`src/rtl/spi_master_gen.sv`:
```
// SPI master that runs one full-duplex frame per accepted start pulse.
// It supports all CPOL/CPHA modes, either bit order, a programmable SCK half-period and one-hot slave selects.
//   state | meaning
//   IDLE  | waiting for start; sck tracks cpol, all selects high
//   SETUP | select asserted, half-period H0 before the first SCK edge
//   XFER  | SCK edges 1..2*DATA_W, sample/shift per cpha
//   HOLD  | last half-period with select held, then done
module spi_master_gen #(
    parameter int DATA_W = 8,
    parameter int SS_N   = 8,
    parameter int DIV_W  = 8,
    localparam int SEL_W = $clog2(SS_N)
) (
    input  logic              clk,
    input  logic              rst_n,
    input  logic              start,
    input  logic [DATA_W-1:0] tx_data,
    input  logic [SEL_W-1:0]  ss_sel,
    input  logic              cpol,
    input  logic              cpha,
    input  logic              lsb_first,
    input  logic [DIV_W-1:0]  div,
    output logic              busy,
    output logic              done,
    output logic [DATA_W-1:0] rx_data,
    input  logic              miso,
    output logic              mosi,
    output logic              sck,
    output logic [SS_N-1:0]   ssn
);

    localparam int EDGE_W = $clog2(2 * DATA_W + 2);

    typedef enum logic [1:0] {IDLE, SETUP, XFER, HOLD} state_t;

    state_t              r_state;
    logic [DIV_W:0]      r_cnt;
    logic [DIV_W-1:0]    r_div;
    logic [EDGE_W-1:0]   r_edge;
    logic [DATA_W-1:0]   r_tx;
    logic [DATA_W-1:0]   r_rx;
    logic                r_cpha;
    logic                r_lsb;

    logic [31:0]         w_sel_ext;
    logic                w_accept;
    logic                w_tick;
    logic [EDGE_W-1:0]   w_k;
    logic                w_next_bit;
    logic [DATA_W-1:0]   w_tx_shift;
    logic [DATA_W-1:0]   w_rx_shift;
    logic                w_in_first;
    logic [DATA_W-1:0]   w_in_shift;

    assign w_sel_ext  = 32'(ss_sel);
    assign w_accept   = start && (w_sel_ext < 32'(SS_N));
    assign w_tick     = (r_cnt == '0);
    assign w_k        = r_edge + EDGE_W'(1);
    assign w_next_bit = r_lsb ? r_tx[0] : r_tx[DATA_W-1];
    assign w_tx_shift = r_lsb ? {1'b0, r_tx[DATA_W-1:1]} : {r_tx[DATA_W-2:0], 1'b0};
    assign w_rx_shift = r_lsb ? {miso, r_rx[DATA_W-1:1]} : {r_rx[DATA_W-2:0], miso};
    assign w_in_first = lsb_first ? tx_data[0] : tx_data[DATA_W-1];
    assign w_in_shift = lsb_first ? {1'b0, tx_data[DATA_W-1:1]} : {tx_data[DATA_W-2:0], 1'b0};

    always_ff @(posedge clk or negedge rst_n) begin
        if (!rst_n) begin
            r_state <= IDLE;
            r_cnt   <= '0;
            r_div   <= '0;
            r_edge  <= '0;
            r_tx    <= '0;
            r_rx    <= '0;
            r_cpha  <= 1'b0;
            r_lsb   <= 1'b0;
            busy    <= 1'b0;
            done    <= 1'b0;
            rx_data <= '0;
            mosi    <= 1'b0;
            sck     <= 1'b0;
            ssn     <= '1;
        end else begin
            done <= 1'b0;
            case (r_state)
                IDLE: begin
                    sck  <= cpol;
                    mosi <= 1'b0;
                    if (w_accept) begin
                        // H0 is one cycle longer because the accept cycle itself is not counted
                        r_cnt   <= {1'b0, div} + (DIV_W+1)'(1);
                        r_div   <= div;
                        r_edge  <= '0;
                        r_cpha  <= cpha;
                        r_lsb   <= lsb_first;
                        r_rx    <= '0;
                        busy    <= 1'b1;
                        ssn     <= ~(SS_N'(1) << ss_sel);
                        if (!cpha) begin
                            mosi <= w_in_first;
                            r_tx <= w_in_shift;
                        end else begin
                            r_tx <= tx_data;
                        end
                        r_state <= SETUP;
                    end
                end
                SETUP, XFER, HOLD: begin
                    if (!w_tick) begin
                        r_cnt <= r_cnt - (DIV_W+1)'(1);
                    end else begin
                        r_cnt  <= {1'b0, r_div};
                        r_edge <= w_k;
                        if (r_state == HOLD) begin
                            rx_data <= r_rx;
                            done    <= 1'b1;
                            busy    <= 1'b0;
                            ssn     <= '1;
                            mosi    <= 1'b0;
                            r_state <= IDLE;
                        end else begin
                            sck <= ~sck;
                            // sample edges are odd for cpha=0 and even for cpha=1
                            if (w_k[0] != r_cpha) begin
                                r_rx <= w_rx_shift;
                            end else if (w_k != EDGE_W'(2 * DATA_W)) begin
                                mosi <= w_next_bit;
                                r_tx <= w_tx_shift;
                            end
                            r_state <= (w_k == EDGE_W'(2 * DATA_W)) ? HOLD : XFER;
                        end
                    end
                end
                default: r_state <= IDLE;
            endcase
        end
    end

endmodule
```
`config.mk`:
```
export PLATFORM = sky130hd
export DESIGN_NAME = spi_master_gen
export DESIGN_NICKNAME = d
export VERILOG_FILES = /design/src/rtl/spi_master_gen.sv
export SDC_FILE = /design/constraint.sdc
export NUM_CORES = 1
export LEC_CHECK = 0
export CAP_MARGIN = 0
export CORE_AREA = 2 2 93 95
export CTS_CLUSTER_DIAMETER = 80
export CTS_CLUSTER_SIZE = 40
export DETAILED_ROUTE_END_ITERATION = 8
export DIE_AREA = 0 0 95 97
export PLACE_DENSITY_LB_ADDON = 0.2
export REMOVE_ABC_BUFFERS = 1
export SETUP_SLACK_MARGIN = 0.1
export SLEW_MARGIN = 5
export SYNTH_ARGS = -nofsm -noshare
export SYNTH_HDL_FRONTEND = slang
export SYNTH_SLANG_ARGS = --single-unit
```
`constraint.sdc`:
```
create_clock -name clk -period 2.57 [get_ports clk]
set_clock_uncertainty 0.05 [all_clocks]
set_input_delay 0.6425 -clock clk [delete_from_list [all_inputs] [get_ports clk]]
set_output_delay 0.6425 -clock clk [all_outputs]
set_load 0.02 [all_outputs]
```
==> results.json, run 1 <==
{
  "synthFlopType": "dfrtp_1",
  "cts_made_buffers": 9,
  "dp_hpwl_um": 5950,
  "rsz0062_at_grt": "no",
  "dieArea_sq_um": 9215,
  "tightest_slew_ps": 696.3,
  "synth.area.top_cells": "dfrtp_1 (38%), mux2_2 (6.3%), dfstp_2 (5.9%)",
  "crit_fanout": 8,
  "hold_viol": 0,
  "fin_crit_sh": 0.9238,
  "n_antenna_cell": 0,
  "row_count": 33,
  "start_util": 0.4395,
  "overflow": 0,
  "ys_seq_area_frac": 0.4368,
  "r2r-end": "r_rx[7]",
  "fin_nets": 431,
  "drive_gt1_frac": 0.2060,
  "timing.rr.start": "r_cnt[0]",
  "leakage_nw": 1.894,
  "max_freq_mhz": 421.2,
  "cp.required_ps": 2750,
  "h-tree-depth": 3,
  "async_reset_ff_frac": 1.000,
  "yosysTopAreaCell": "dfrtp_1",
  "p_sw_frac": 0.3898,
  "die_x_um": 95,
  "power.total_w": 0.004909,
  "grt_pass1_wl_um": 13750,
  "switching_power_w": 0.001913,
  "drcViolationCount": 0,
  "final_antenna_net_count": 0,
  "num_io_pins": 46,
  "ctsHoldBuffers": 0,
  "ir_drop_v": 0.0005342,
  "viasPerCell": 5.677,
  "setup_viol": 0,
  "clock_sinks": 62,
  "portBuffers": 45,
  "drv_cap": 0,
  "yosysUniqueCellTypes": 62,
  "synth_warnings": 0,
  "yosys.cell_count.top_type": "dfrtp_1",
  "comb_power_share": 0.481,
  "seqPwrFrac": 0.348,
  "post_drt_wl_per_cell_um": 16.06,
  "worstPathArrival_ps": 2550,
  "hp-class": "in2async",
  "clockPowerShare": 0.171,
  "ctsRootBufferMaster": "clkbuf_8",
  "grt_pass1_vias": 2857,
  "p_int_w": 0.002995,
  "timing.final.ws_setup_ps": 195.9,
  "syn_avg_cell_area_sq_um": 10.64,
  "clockBufferDepth": 2,
  "crit_path_end_kind": "flop",
  "core_sq_um": 8134,
  "worst-r2r-cell-count": 7,
  "power.density_nw_per_um2": 1099,
  "grt_max_degree": 31,
  "cts_tree": "yes",
  "synth_area_sq_um": 3575,
  "status": "complete, no violations",
  "final_max_slew_viol_count": 0,
  "grt_use_total": 0.1876,
  "antenna_found_initial": 0,
  "post_cts_buffers": 0,
  "area_growth_pct": 24.96,
  "cp-start-kind": "flop",
  "clkLatencyLatePin_ps": 340,
  "critPathKind": "reg2reg",
  "place_congestion": 0.8315,
  "wl_um": 8160,
  "r2r_slack_ps": 200,
  "fin_crit_ps": 2374,
  "synth-edff-count": 0,
  "netlist_instances": 336,
  "drt_iter0_markers": 95,
  "ys_top_cells_by_count": "dfrtp_1 (54), mux2_2 (20), o21ai_0 (18)",
  "num_vias": 2884,
  "die_h_um": 97,
  "yosysTopAreaCellShare": 0.3780,
  "dr.pass1.iters": 4,
  "dp_slack_ps": 178.1,
  "slew_headroom": 0.5358,
  "setup_tns_ps": 0,
  "utilization": 0.5491,
  "clk_pin_slew_worst_paths_ps": 70,
  "ys_ff_latch": 62
}
[power by group through the flow]
stage               clock (W)  combinational, W  sequential, W
floorplan                   0           0.00148        0.00173
global placement            0           0.00230        0.00172
detailed placement          0           0.00235        0.00172
CTS                  0.000866           0.00236        0.00171
global route         0.000906           0.00259        0.00176
finish               0.000839           0.00236        0.00171
[worst max-delay path by stage]
stage / depth (start not counted) / start / slack (ps) / end
detailed placement: 6 / start / 180 / ssn[4]
CTS: 7 / r_cnt[0] / 210 / r_rx[7]
global route: 7 / r_cnt[0] / 120 / r_rx[7]
floorplan: 6 / r_state[0] / -550 / r_tx[0]
global placement: 6 / start / 210 / ssn[1]
finish: 7 / r_cnt[0] / 200 / r_rx[7]
[cell usage in the layout, fill, tap and decap left out, types with 3 or more instances in the layout]
cell type | Yosys | final
dfstp_2 | 8 | 8
mux2_1 | 8 | 8
mux2_4 | 8 | 8
o32a_1 | 6 | 6
o31ai_1 | 4 | 4
nor2b_1 | 9 | 9
o21ai_1 | 5 | 5
ha_1 | 7 | 7
nor3_1 | 8 | 8
clkbuf_8 | 0 | 9
nand3_1 | 10 | 10
clkdlybuf4s50_1 | 0 | 44
o211ai_1 | 4 | 4
nand2_1 | 15 | 15
o22ai_1 | 7 | 7
buf_4 | 0 | 21
mux2i_1 | 16 | 16
nand2b_1 | 3 | 3
xnor2_1 | 3 | 3
nor4_1 | 4 | 4
mux2_2 | 20 | 20
nor2_1 | 17 | 17
dfrtp_1 | 54 | 54
nand4_1 | 4 | 4
a22oi_1 | 4 | 4
o21ai_0 | 18 | 18
a21oi_1 | 12 | 12
xor2_1 | 4 | 4
inv_1 | 10 | 10
or3_1 | 5 | 5
a211oi_1 | 8 | 8
[routing by layer]
layer  up-vias  track usage  wire, um
met5         -            0         0
met2        73       0.2930      3844
met1      1402       0.2541      3786
met3        14      0.04517       399
li1       1395            -         -
met4         0      0.06243       129
[logic make-up (layout without fill, tap and decap cells)]
logic type / Yosys count / after routing / synth area share
AO/OA/AOI/OAI: 94 / 94 / 0.1901
multiplexers: 52 / 52 / 0.1666
adder cells (fa/ha/maj): 7 / 7 / 0.02450
XOR/XNOR: 7 / 7 / 0.01715
buffers and inverters: 28 / 95 / 0.03395
AND/OR/NAND/NOR: 86 / 86 / 0.1309
flip-flops: 62 / 62 / 0.4368
[per-stage QoR]
step,hold slack [ps],instances,instance area (sq um)
final,174.1,508,4467
after global routing,174.8,508,4467
after CTS,162.9,508,4461
after detailed placement,433.9,492,4269
after global placement,423.6,492,4269
after floorplan,296.9,319,3495
[layout make-up]
| type | instances | area (sq um) |
|---|---|---|
| Multi-Input combinational cell | 246 | 1898 |
| Inverter | 11 | 41.29 |
| Timing Repair Buffer | 68 | 643.1 |
| Tap cell | 105 | 131.4 |
| Clock buffer | 10 | 127.6 |
| Sequential cell | 62 | 1562 |
| Clock inverter | 6 | 63.81 |
| Fill cell | 696 | 3667 |
[sequential cells by signal (all words and copies together), names as in the netlist]
name	cells
r_edge	5
busy	1
r_lsb	1
mosi	1
r_tx	8
sck	1
r_cpha	1
done	1
ssn	8
r_cnt	9
r_state	2
r_div	8
rx_data	8
r_rx	8
[repair_timing]
| item | in CTS | in global routing |
|---|---|---|
| resized for setup | 0 | 1 |
| hold endpoints to repair | 0 | 0 |
| setup endpoints to repair | 0 | 6 |
[worst max-delay path: stages (launching register included)]
cell and delay (ps):
dfrtp_1 410, inv_1 110, ha_1 180, or4b_1 480, or3_4 420, a21oi_4 170
buf_12 150, mux2_4 290
No activity file was read; power rests on OpenSTA's default activity.
==> run 2: changes to the inputs <==
CORE_AREA = 2 2 88 90   (was 2 2 93 95)
DIE_AREA = 0 0 90 92   (was 0 0 95 97)
==> results.json, run 2 (synthesis results as in run 1) <==
{
  "antenna_found_initial": 0,
  "dp_slack_ps": 161.9,
  "h-tree-depth": 3,
  "p_int_w": 0.002981,
  "portBuffers": 45,
  "place_area_sq_um": 4243,
  "dp_hpwl_um": 5853,
  "regMostFlops": "r_cnt",
  "layout_common_cells": "dfrtp_1 (54), clkdlybuf4s50_1 (44), mux2_2 (20), o21ai_0 (18), buf_4 (18)",
  "largest_reg_flops": 9,
  "leakage_nw": 1.886,
  "slew_headroom": 0.5717,
  "drt_iter0_markers": 173,
  "dr.pass1.iters": 4,
  "worst-r2r-cell-count": 7,
  "setup_tns_ps": 0,
  "layout_commonest_cell": "dfrtp_1",
  "grt_max_degree": 39,
  "nFillCells": 663,
  "cts_tree": "yes",
  "p_sw_frac": 0.3879,
  "setup_viol": 0,
  "drcViolationCount": 0,
  "worstPathArrival_ps": 2570,
  "post_cts_buffers": 0,
  "cts_made_buffers": 9,
  "fin_nets": 428,
  "utilization": 0.5968,
  "fin_crit_sh": 0.9299,
  "grt_use_total": 0.2027,
  "comb_power_share": 0.477,
  "place_congestion": 0.9214,
  "ir_drop_v": 0.0006288,
  "grt_pass1_vias": 2767,
  "drv_cap": 0,
  "power.density_nw_per_um2": 1096,
  "core_sq_um": 7447,
  "die_h_um": 92,
  "rsz0062_at_grt": "no",
  "fin_crit_ps": 2390,
  "switching_power_w": 0.001889,
  "timing.final.ws_setup_ps": 180.3,
  "critPathMaxStageDelay_ps": 470,
  "num_vias": 2889,
  "start_util": 0.4800,
  "num_io_pins": 46,
  "viasPerCell": 5.755,
  "cp_num_buf_inv": 2,
  "final_antenna_net_count": 0,
  "hold_viol": 0,
  "n_antenna_cell": 0,
  "crit_fanout": 8,
  "status": "complete, no violations",
  "grt_pass1_wl_um": 13470,
  "area_growth_pct": 24.33,
  "path_cells": "inv_1 > ha_2 > or4b_1 > or3_4 > a21oi_4 > buf_12 > mux2_4",
  "dieArea_sq_um": 8280,
  "cp.required_ps": 2750,
  "seqPwrFrac": 0.347,
  "max_freq_mhz": 418.5,
  "drive_gt1_frac": 0.2050,
  "crit_cells": 7,
  "die_x_um": 90,
  "clkLatencyLatePin_ps": 340,
  "clockBufferDepth": 2,
  "crit_path_end_kind": "flop",
  "cp-start-kind": "flop",
  "hp-class": "in2async",
  "tightest_slew_ps": 642.4,
  "holdWs_ps": 48.49,
  "clock_sinks": 62,
  "post_drt_wl_per_cell_um": 15.99,
  "fin_area_sq_um": 4444,
  "wl_um": 8025,
  "final_max_slew_viol_count": 0,
  "critPathKind": "reg2reg",
  "ctsRootBufferMaster": "clkbuf_8",
  "crit_family": "simple AND/OR/NAND/NOR gates",
  "overflow": 0,
  "critPathSlowestCell": "or4b_1",
  "clk_pin_slew_worst_paths_ps": 70,
  "row_count": 32,
  "clockPowerShare": 0.176
}
==> run 2: path summary, 6_finish.rpt <==
path	start	endpoint	slack [ps]
hold / removal	rst_n	r_tx[0]	50
min in group clk	rx_data[6]	rx_data[6]	440
max in group asynchronous	rst_n	ssn[3]	1870
setup reg to reg	r_cnt[0]	r_rx[6]	180
setup / recovery	r_cnt[0]	r_rx[6]	180
hold reg to reg	rx_data[6]	rx_data[6]	440
==> run 2: metrics by stage <==
stage          std cells  total power (W)
6_report             502         0.004869
4_1_cts              502         0.004888
2_1_floorplan        319         0.003207
3_3_place_gp         486         0.003959
3_5_place_dp         486         0.004026
5_1_grt              502         0.005219
==> run 2: power by group through the flow <==
stage	logic [W]	clock network, W	registers [W]
6_report	0.00232	0.000856	0.00169
5_1_grt	0.00255	0.000924	0.00174
4_1_cts	0.00233	0.000869	0.00169
3_5_place_dp	0.00232	0	0.00170
3_3_place_gp	0.00227	0	0.00169
2_1_floorplan	0.00148	0	0.00173
==> run 2: area by class of cell <==
class                           count  area, sq um  share of cell area
Multi-Input combinational cell    246         1894              0.4262
Clock buffer                       10        137.6             0.03097
Sequential cell                    62         1562              0.3514
Timing Repair Buffer               65        620.6              0.1396
Clock inverter                      6        61.31             0.01380
Inverter                           11        41.29            0.009291
Tap cell                          102        127.6             0.02872
==> run 2: repair_timing <==
action | in CTS | in global routing
endpoints found under the setup margin | 0 | 10
gates resized for setup | 0 | 1
hold buffers | 0 | 0
hold endpoints to repair | 0 | 0
==> run 2: metal layers <==
| layer | vias to the layer above | share of wire | global-route usage |
|---|---|---|---|
| met2 | 91 | 0.47 | 0.3252 |
| met1 | 1398 | 0.46 | 0.2727 |
| met4 | 0 | 0.011 | 0.05513 |
| met5 | - | 0 | 0 |
| li1 | 1391 | - | - |
| met3 | 9 | 0.061 | 0.05505 |
==> run 3: changes to the inputs <==
SKIP_LAST_GASP = 1   (was not set)
==> results of run 3 <==
Final layout, timing and power as in run 2 (identical DEF).
